**config.mk**
```make
export PLATFORM = sky130hd
export DESIGN_NAME = i2c_target_engine_flat
export DESIGN_NICKNAME = d
export VERILOG_FILES = /design/src/rtl/i2c_pkg.sv /design/src/rtl/i2c_if.sv /design/src/rtl/i2c_line_sync.sv /design/src/rtl/i2c_target_engine.sv /design/src/flat_wrapper.sv
export SDC_FILE = /design/constraint.sdc
export NUM_CORES = 1
export LEC_CHECK = 0
export CORE_UTILIZATION = 55
export CTS_CLUSTER_SIZE = 30
export DETAILED_ROUTE_END_ITERATION = 12
export GPL_TIMING_DRIVEN = 0
export MAX_ROUTING_LAYER = met4
export PLACE_DENSITY = 0.79
export SKIP_CTS_REPAIR_TIMING = 1
export SYNTH_ARGS = -nofsm -noshare
export SYNTH_HDL_FRONTEND = slang
export SYNTH_HIERARCHICAL = 1
export SYNTH_SLANG_ARGS = --single-unit
```
**constraint.sdc**
```tcl
create_clock -name clk -period 4.3 [get_ports clk]
set_input_delay 0.645 -clock clk [delete_from_list [all_inputs] [get_ports clk]]
set_output_delay 0.645 -clock clk [all_outputs]
set_load 0.03 [all_outputs]
```
**src/rtl/i2c_pkg.sv**
```systemverilog
// Shared types and constants for the I2C target engine.
package i2c_pkg;

  localparam int unsigned I2C_BYTE_BITS = 8;

  // Value of the R/W bit in the address byte.
  localparam logic I2C_RW_WRITE = 1'b0;
  localparam logic I2C_RW_READ  = 1'b1;

  typedef enum logic [3:0] {
    IDLE,
    ADDR,
    ADDR_ACK,
    PTR,
    PTR_ACK,
    WR_BYTE,
    WR_ACK,
    RD_BYTE,
    RD_ACK,
    IGNORE
  } i2c_tgt_state_e;

endpackage

```
**src/rtl/i2c_if.sv**
```systemverilog
// Open-drain I2C bus lines seen by a target: raw SCL/SDA in, SDA pull-down out.
interface i2c_if;

  logic SCL;
  logic SDA;
  logic sda_out_s;
  logic sda_oe_s;

  modport master (output SCL, output SDA, input sda_out_s, input sda_oe_s);
  modport slave  (input SCL, input SDA, output sda_out_s, output sda_oe_s);

endinterface

```
**src/rtl/i2c_line_sync.sv**
```systemverilog
// Multi-flop synchronizer for one bus line plus a history flop for edge detection.
module i2c_line_sync #(
  parameter int unsigned SYNC_STAGES = 2
) (
  input  logic clk,
  input  logic rst,
  input  logic line,
  output logic level,
  output logic rise,
  output logic fall
);

  logic [SYNC_STAGES-1:0] sync_q;
  logic                   hist_q;

  // Shift the raw line in; lines reset to the idle-high bus level.
  always_ff @(posedge clk) begin
    if (rst) begin
      sync_q <= '1;
      hist_q <= 1'b1;
    end else begin
      sync_q <= {sync_q[SYNC_STAGES-2:0], line};
      hist_q <= sync_q[SYNC_STAGES-1];
    end
  end

  assign level = sync_q[SYNC_STAGES-1];
  assign rise  = level & ~hist_q;
  assign fall  = ~level & hist_q;

endmodule

```
**src/rtl/i2c_target_engine.sv**
```systemverilog
// I2C target protocol engine: address match, register pointer, byte writes and reads.
module i2c_target_engine
  import i2c_pkg::*;
#(
  parameter logic [6:0]  TARGET_ADDR = 7'h50,
  parameter int unsigned NUM_REGS    = 16,
  parameter int unsigned SYNC_STAGES = 2
) (
  input  logic                        clk,
  input  logic                        rst,
  i2c_if.slave                        bus,
  output logic [$clog2(NUM_REGS)-1:0] reg_addr,
  output logic                        reg_wr_en,
  output logic [7:0]                  reg_wr_data,
  input  logic [7:0]                  reg_rd_data,
  output logic                        busy
);

  localparam int unsigned AW       = $clog2(NUM_REGS);
  localparam int unsigned CNT_W    = $clog2(I2C_BYTE_BITS);
  localparam logic [CNT_W-1:0] LAST_BIT = CNT_W'(I2C_BYTE_BITS - 1);

  logic scl_lvl, scl_rise, scl_fall;
  logic sda_lvl, sda_rise, sda_fall;
  logic start, stop;

  i2c_tgt_state_e   state;
  logic [CNT_W-1:0] bit_cnt;
  logic [7:0]       shift;
  logic [7:0]       shift_in;
  logic             byte_done;
  logic             rw;
  logic             sda_oe;

  i2c_line_sync #(.SYNC_STAGES(SYNC_STAGES)) u_scl_sync (
    .clk   (clk),
    .rst   (rst),
    .line  (bus.SCL),
    .level (scl_lvl),
    .rise  (scl_rise),
    .fall  (scl_fall)
  );

  i2c_line_sync #(.SYNC_STAGES(SYNC_STAGES)) u_sda_sync (
    .clk   (clk),
    .rst   (rst),
    .line  (bus.SDA),
    .level (sda_lvl),
    .rise  (sda_rise),
    .fall  (sda_fall)
  );

  assign start    = scl_lvl & sda_fall;
  assign stop     = scl_lvl & sda_rise;
  assign shift_in = {shift[6:0], sda_lvl};

  assign bus.sda_out_s = 1'b0;
  assign bus.sda_oe_s  = sda_oe;

  // Protocol FSM: sample on SCL rise, drive SDA on SCL fall; START/STOP override both.
  // byte_done marks "8th bit sampled, act on the next SCL fall", so a state owns its ACK slot.
  always_ff @(posedge clk) begin
    if (rst) begin
      state       <= IDLE;
      bit_cnt     <= '0;
      shift       <= '0;
      byte_done   <= 1'b0;
      rw          <= 1'b0;
      sda_oe      <= 1'b0;
      reg_addr    <= '0;
      reg_wr_en   <= 1'b0;
      reg_wr_data <= '0;
      busy        <= 1'b0;
    end else begin
      reg_wr_en <= 1'b0;
      // Post-write pointer advance, one clk after the strobe.
      if (reg_wr_en) reg_addr <= reg_addr + 1'b1;

      if (start) begin
        state     <= ADDR;
        bit_cnt   <= '0;
        byte_done <= 1'b0;
        sda_oe    <= 1'b0;
        busy      <= 1'b0;
      end else if (stop) begin
        state     <= IDLE;
        bit_cnt   <= '0;
        byte_done <= 1'b0;
        sda_oe    <= 1'b0;
        busy      <= 1'b0;
      end else if (scl_rise) begin
        case (state)
          ADDR: begin
            shift   <= shift_in;
            bit_cnt <= bit_cnt + 1'b1;
            if (bit_cnt == LAST_BIT) begin
              if (shift_in[7:1] == TARGET_ADDR) begin
                busy      <= 1'b1;
                rw        <= shift_in[0];
                byte_done <= 1'b1;
              end else begin
                state <= IGNORE;
              end
            end
          end
          PTR: begin
            shift   <= shift_in;
            bit_cnt <= bit_cnt + 1'b1;
            if (bit_cnt == LAST_BIT) begin
              reg_addr  <= shift_in[AW-1:0];
              byte_done <= 1'b1;
            end
          end
          WR_BYTE: begin
            shift   <= shift_in;
            bit_cnt <= bit_cnt + 1'b1;
            if (bit_cnt == LAST_BIT) byte_done <= 1'b1;
          end
          RD_BYTE: begin
            bit_cnt <= bit_cnt + 1'b1;
            if (bit_cnt == LAST_BIT) byte_done <= 1'b1;
          end
          RD_ACK: begin
            if (sda_lvl) state <= IGNORE;
            else         byte_done <= 1'b1;
          end
          default: ;
        endcase
      end else if (scl_fall) begin
        case (state)
          ADDR: begin
            if (byte_done) begin
              byte_done <= 1'b0;
              sda_oe    <= 1'b1;
              state     <= ADDR_ACK;
            end
          end
          ADDR_ACK: begin
            if (rw == I2C_RW_WRITE) begin
              sda_oe <= 1'b0;
              state  <= PTR;
            end else begin
              shift  <= reg_rd_data;
              sda_oe <= ~reg_rd_data[7];
              state  <= RD_BYTE;
            end
          end
          PTR: begin
            if (byte_done) begin
              byte_done <= 1'b0;
              sda_oe    <= 1'b1;
              state     <= PTR_ACK;
            end
          end
          PTR_ACK: begin
            sda_oe <= 1'b0;
            state  <= WR_BYTE;
          end
          WR_BYTE: begin
            if (byte_done) begin
              byte_done   <= 1'b0;
              sda_oe      <= 1'b1;
              reg_wr_en   <= 1'b1;
              reg_wr_data <= shift;
              state       <= WR_ACK;
            end
          end
          WR_ACK: begin
            sda_oe <= 1'b0;
            state  <= WR_BYTE;
          end
          RD_BYTE: begin
            // shift[7] is already on the bus, so the next bit to drive is shift[6].
            if (byte_done) begin
              byte_done <= 1'b0;
              sda_oe    <= 1'b0;
              reg_addr  <= reg_addr + 1'b1;
              state     <= RD_ACK;
            end else begin
              sda_oe <= ~shift[6];
              shift  <= {shift[6:0], 1'b0};
            end
          end
          RD_ACK: begin
            if (byte_done) begin
              byte_done <= 1'b0;
              shift     <= reg_rd_data;
              sda_oe    <= ~reg_rd_data[7];
              state     <= RD_BYTE;
            end
          end
          default: ;
        endcase
      end
    end
  end

endmodule

```
**src/flat_wrapper.sv**
```systemverilog
// flat-port wrapper written by rule: the top's interface ports become plain ports
module i2c_target_engine_flat import i2c_pkg::*;
#(
  parameter logic [6:0]  TARGET_ADDR = 7'h50,
  parameter int unsigned NUM_REGS    = 16,
  parameter int unsigned SYNC_STAGES = 2
)
  (clk, rst, reg_addr, reg_wr_en, reg_wr_data, reg_rd_data, busy, bus_SCL, bus_SDA, bus_sda_out_s, bus_sda_oe_s);
  i2c_if bus_i ();
  input  logic clk;
  input  logic rst;
  output logic [$clog2(NUM_REGS)-1:0] reg_addr;
  output logic reg_wr_en;
  output logic [7:0] reg_wr_data;
  input  logic [7:0] reg_rd_data;
  output logic busy;
  input wire logic [$bits(bus_i.SCL)-1:0] bus_SCL;
  input wire logic [$bits(bus_i.SDA)-1:0] bus_SDA;
  output wire logic [$bits(bus_i.sda_out_s)-1:0] bus_sda_out_s;
  output wire logic [$bits(bus_i.sda_oe_s)-1:0] bus_sda_oe_s;
  assign bus_i.SCL = bus_SCL;
  assign bus_i.SDA = bus_SDA;
  assign bus_sda_out_s = bus_i.sda_out_s;
  assign bus_sda_oe_s = bus_i.sda_oe_s;
  i2c_target_engine #(.TARGET_ADDR(TARGET_ADDR), .NUM_REGS(NUM_REGS), .SYNC_STAGES(SYNC_STAGES)) u_core (.clk(clk), .rst(rst), .bus(bus_i), .reg_addr(reg_addr), .reg_wr_en(reg_wr_en), .reg_wr_data(reg_wr_data), .reg_rd_data(reg_rd_data), .busy(busy));
endmodule
```
==> reports/results.txt <==
status = completed
Synth Flop Type = dfxtp_1
share of power burned in registers = 0.485
Setup CP Type = register to register
slowest stage delay, CP = 0.44 ns
Detailed Route WL = 5.01 mm
CP cell instances = nor2b_1 > buf_2 > and3b_2 > buf_4 > a22oi_2 > a211oi_4 > buf_6 > nor2_2 > a311oi_2
Max IR drop VDD = 0.186 mV
fin area = 2620 µm²
combinational share of power = 0.101
via count = 1,910
cell row count = 22
syn_area_per_cell = 8.85 µm²
top post-synthesis cells by area = dfxtp_1 35%, mux2i_1 8.2%, nor2_1 6.0%
Final Util = 0.700
GR Util met3 = 0.0546
DR pass1 iterations = 4
final period utilization = 0.513
HP Class = register to register
Worst Hold Path EP = u_core/u_sda_sync/sync_q[1]
met2 usage = 0.401
syn nets = 262
via density per instance = 5.82
Area Overhead vs Synth = 19.8%
Post-Synthesis Cells = 247
DRC = 0
most frequent cell after synthesis = dfxtp_1
CP Max Fanout = 10
Reg-to-Reg Start = u_core/u_scl_sync/sync_q[1]
FF-to-FF End = u_core/shift[6]
TNS Setup = 0 ns
max-cap violation count = 0
Yosys reg bits = 38
die width = 65.0 µm
Post-synth EDFFs = 0
GP Congestion = 0.917
CTS Buf Count = 5
clock skew = 0.00620 ns
global-route wire length before repair = 8.37 mm
leakage = 0.00101 µW
post-DR wirelength/cell = 15.3 µm
worst-margin pin slew = 0.746 ns
RSZ-0062 raised after global routing = false
Critical Path Start Type = register
H-tree depth = 2
grt ovf = 0
most frequent cells after synthesis = 38 x dfxtp_1, 35 x nor2_1, 19 x nand2_1
Hold Path Stages = 1
IO Pins = 28
Max Buffers Root-to-Sink = 2
CTS tree = done
die area = 4230 µm²
Total GRT Usage = 0.269
post-route antenna net violation count = 0
starting density of the core = 0.584
Final Hold Fails = 0
Fmax = 0.454 GHz
post-synth top area cell = dfxtp_1
sw frac = 0.228
cell-internal power = 579 µW
Reg2Reg Setup Slack = 2.10 ns
DP HPWL = 3.61 mm
NetSw = 171 µW
post-placement cell area = 2510 µm²
Crit. path cell count = 9
Synth Cell Area = 2190 µm²
core region area = 3740 µm²
Critical Path AT = 2.41 ns
delay-heaviest family, CP = compound AO/OA/AOI/OAI gates
worst path bufs/invs = 3
crit path capture type = register
critical hold path startpoint = u_core/u_sda_sync/sync_q[0]
NumNets Final = 295
WP data required = 4.50 ns
share of layout cells above drive strength 1 = 0.125
Syn. warnings = 6
final setup margin = 2.10 ns
number of global-route vias before repair = 1,678
Final setup viols = 0
Max-slew headroom = 0.499
cell depth of the worst flop-to-flop path = 9
minimum clock period = 2.20 ns
initial DRC count = 119
gr busiest metal = met2
Worst-path clk slew = 0.07 ns
CTS Sinks = 38
power per cell area = 286 nW/µm²
M1 GR Usage = 0.364
Inserted Diodes = 0
pre-CTS WS = 2.00 ns
Fillers = 317
initial antenna violation count = 0
I/O Buffers = 26
Die Height = 65.0 µm
CTS root buf = clkbuf_8
clock latency at the later pin of the worst-skew pair = 0.29 ns
Critical Path Slowest Stage Cell = a211oi_4
Slew Viols, Final = 0
unique cell type count in the Yosys netlist = 58
clock share of power = 0.414
Post-synth ARST share = 0
post-synth top area share = 0.348
post-synthesis sequential area ratio = 0.348
largest net degree at the start of global routing = 12
worst max-delay path by stage:
stage / start / end / slack (ns)
2_1_floorplan: u_core/u_scl_sync/sync_q[1] / u_core/shift[6] / 2.40
3_3_place_gp: rst / u_core/state[1] / 2.03
3_5_place_dp: rst / u_core/state[1] / 2.00
4_1_cts: u_core/u_scl_sync/sync_q[1] / u_core/shift[6] / 2.10
5_1_grt: u_core/u_scl_sync/sync_q[1] / u_core/shift[6] / 1.95
6_report: u_core/u_scl_sync/sync_q[1] / u_core/shift[6] / 2.10
layout by cell type, fill, tap and decap left out, drive strengths merged, types with 5 or more instances in the layout:
master	count
a211oi	5
a21oi	9
a311oi	7
buf	9
clkbuf	13
clkdlybuf4s50	26
dfxtp	38
inv	6
mux2i	18
nand2	19
nand2b	5
nor2	36
o21ai	18
or2	6
xnor2	6
power groups by stage:
stage / Sequential [µW] / Combinational, µW / Clock, µW
6_report: 364 / 75.8 / 310
5_1_grt: 365 / 82.1 / 332
4_1_cts: 364 / 75.0 / 314
3_5_place_dp: 372 / 74.8 / 0
3_3_place_gp: 372 / 73.7 / 0
2_1_floorplan: 375 / 44.4 / 0
registers in the layout (all words and copies together) (netlist names):
register,flops
u_core/u_scl_sync/hist_q,1
u_core/u_scl_sync/sync_q,2
u_core/bit_cnt,3
u_core/reg_addr,4
u_core/reg_wr_en,1
u_core/busy,1
u_core/reg_wr_data,8
u_core/byte_done,1
u_core/u_sda_sync/hist_q,1
u_core/bus.sda_oe_s,1
u_core/state,4
u_core/rw,1
u_core/shift,8
u_core/u_sda_sync/sync_q,2
area by class of cell:
class | count | area [µm²] | area share
plain buffers | 17 | 155 | 0.0592
clock buffers | 6 | 82.6 | 0.0315
clock inverters | 1 | 30.0 | 0.0115
inverters | 6 | 22.5 | 0.00860
multi-input cells | 186 | 1250 | 0.476
flip-flops and latches | 38 | 761 | 0.290
well taps | 48 | 60.1 | 0.0229
repair buffers | 26 | 260 | 0.0994
metrics by stage:
step,cells,power (µW),hold slack (ns)
after floorplan,247,420,0.383
after global placement,321,446,0.387
after detailed placement,321,447,0.394
after CTS,328,753,0.411
after global routing,328,778,0.415
final,328,750,0.410
worst register-to-register path: cells and delay by family, from the launching register on:
kind	cells	cell delay [ns]
buffers and inverters	3	0.58
AOI/OAI and AO/OA	3	0.76
DFF	1	0.41
and+or+nand+nor	3	0.40
cell families (layout without fill, tap and decap cells):
family          after synthesis  in the layout  synth area share
fa+ha+maj                     3              3            0.0172
xor+xnor                      6              6            0.0240
compound gates               60             60             0.199
buf+inv                      23             56            0.0813
simple gates                 94             94             0.226
flops                        38             38             0.348
other cells                   1              1           0.00172
mux                          22             22             0.103
per-layer routing:
metal	routed length (µm)	up-vias
li1	-	942
met1	2500	926
met2	2300	36
met3	157	6
met4	55	0
met5	0	-
Note: power is estimated with default switching activity, not from simulation.
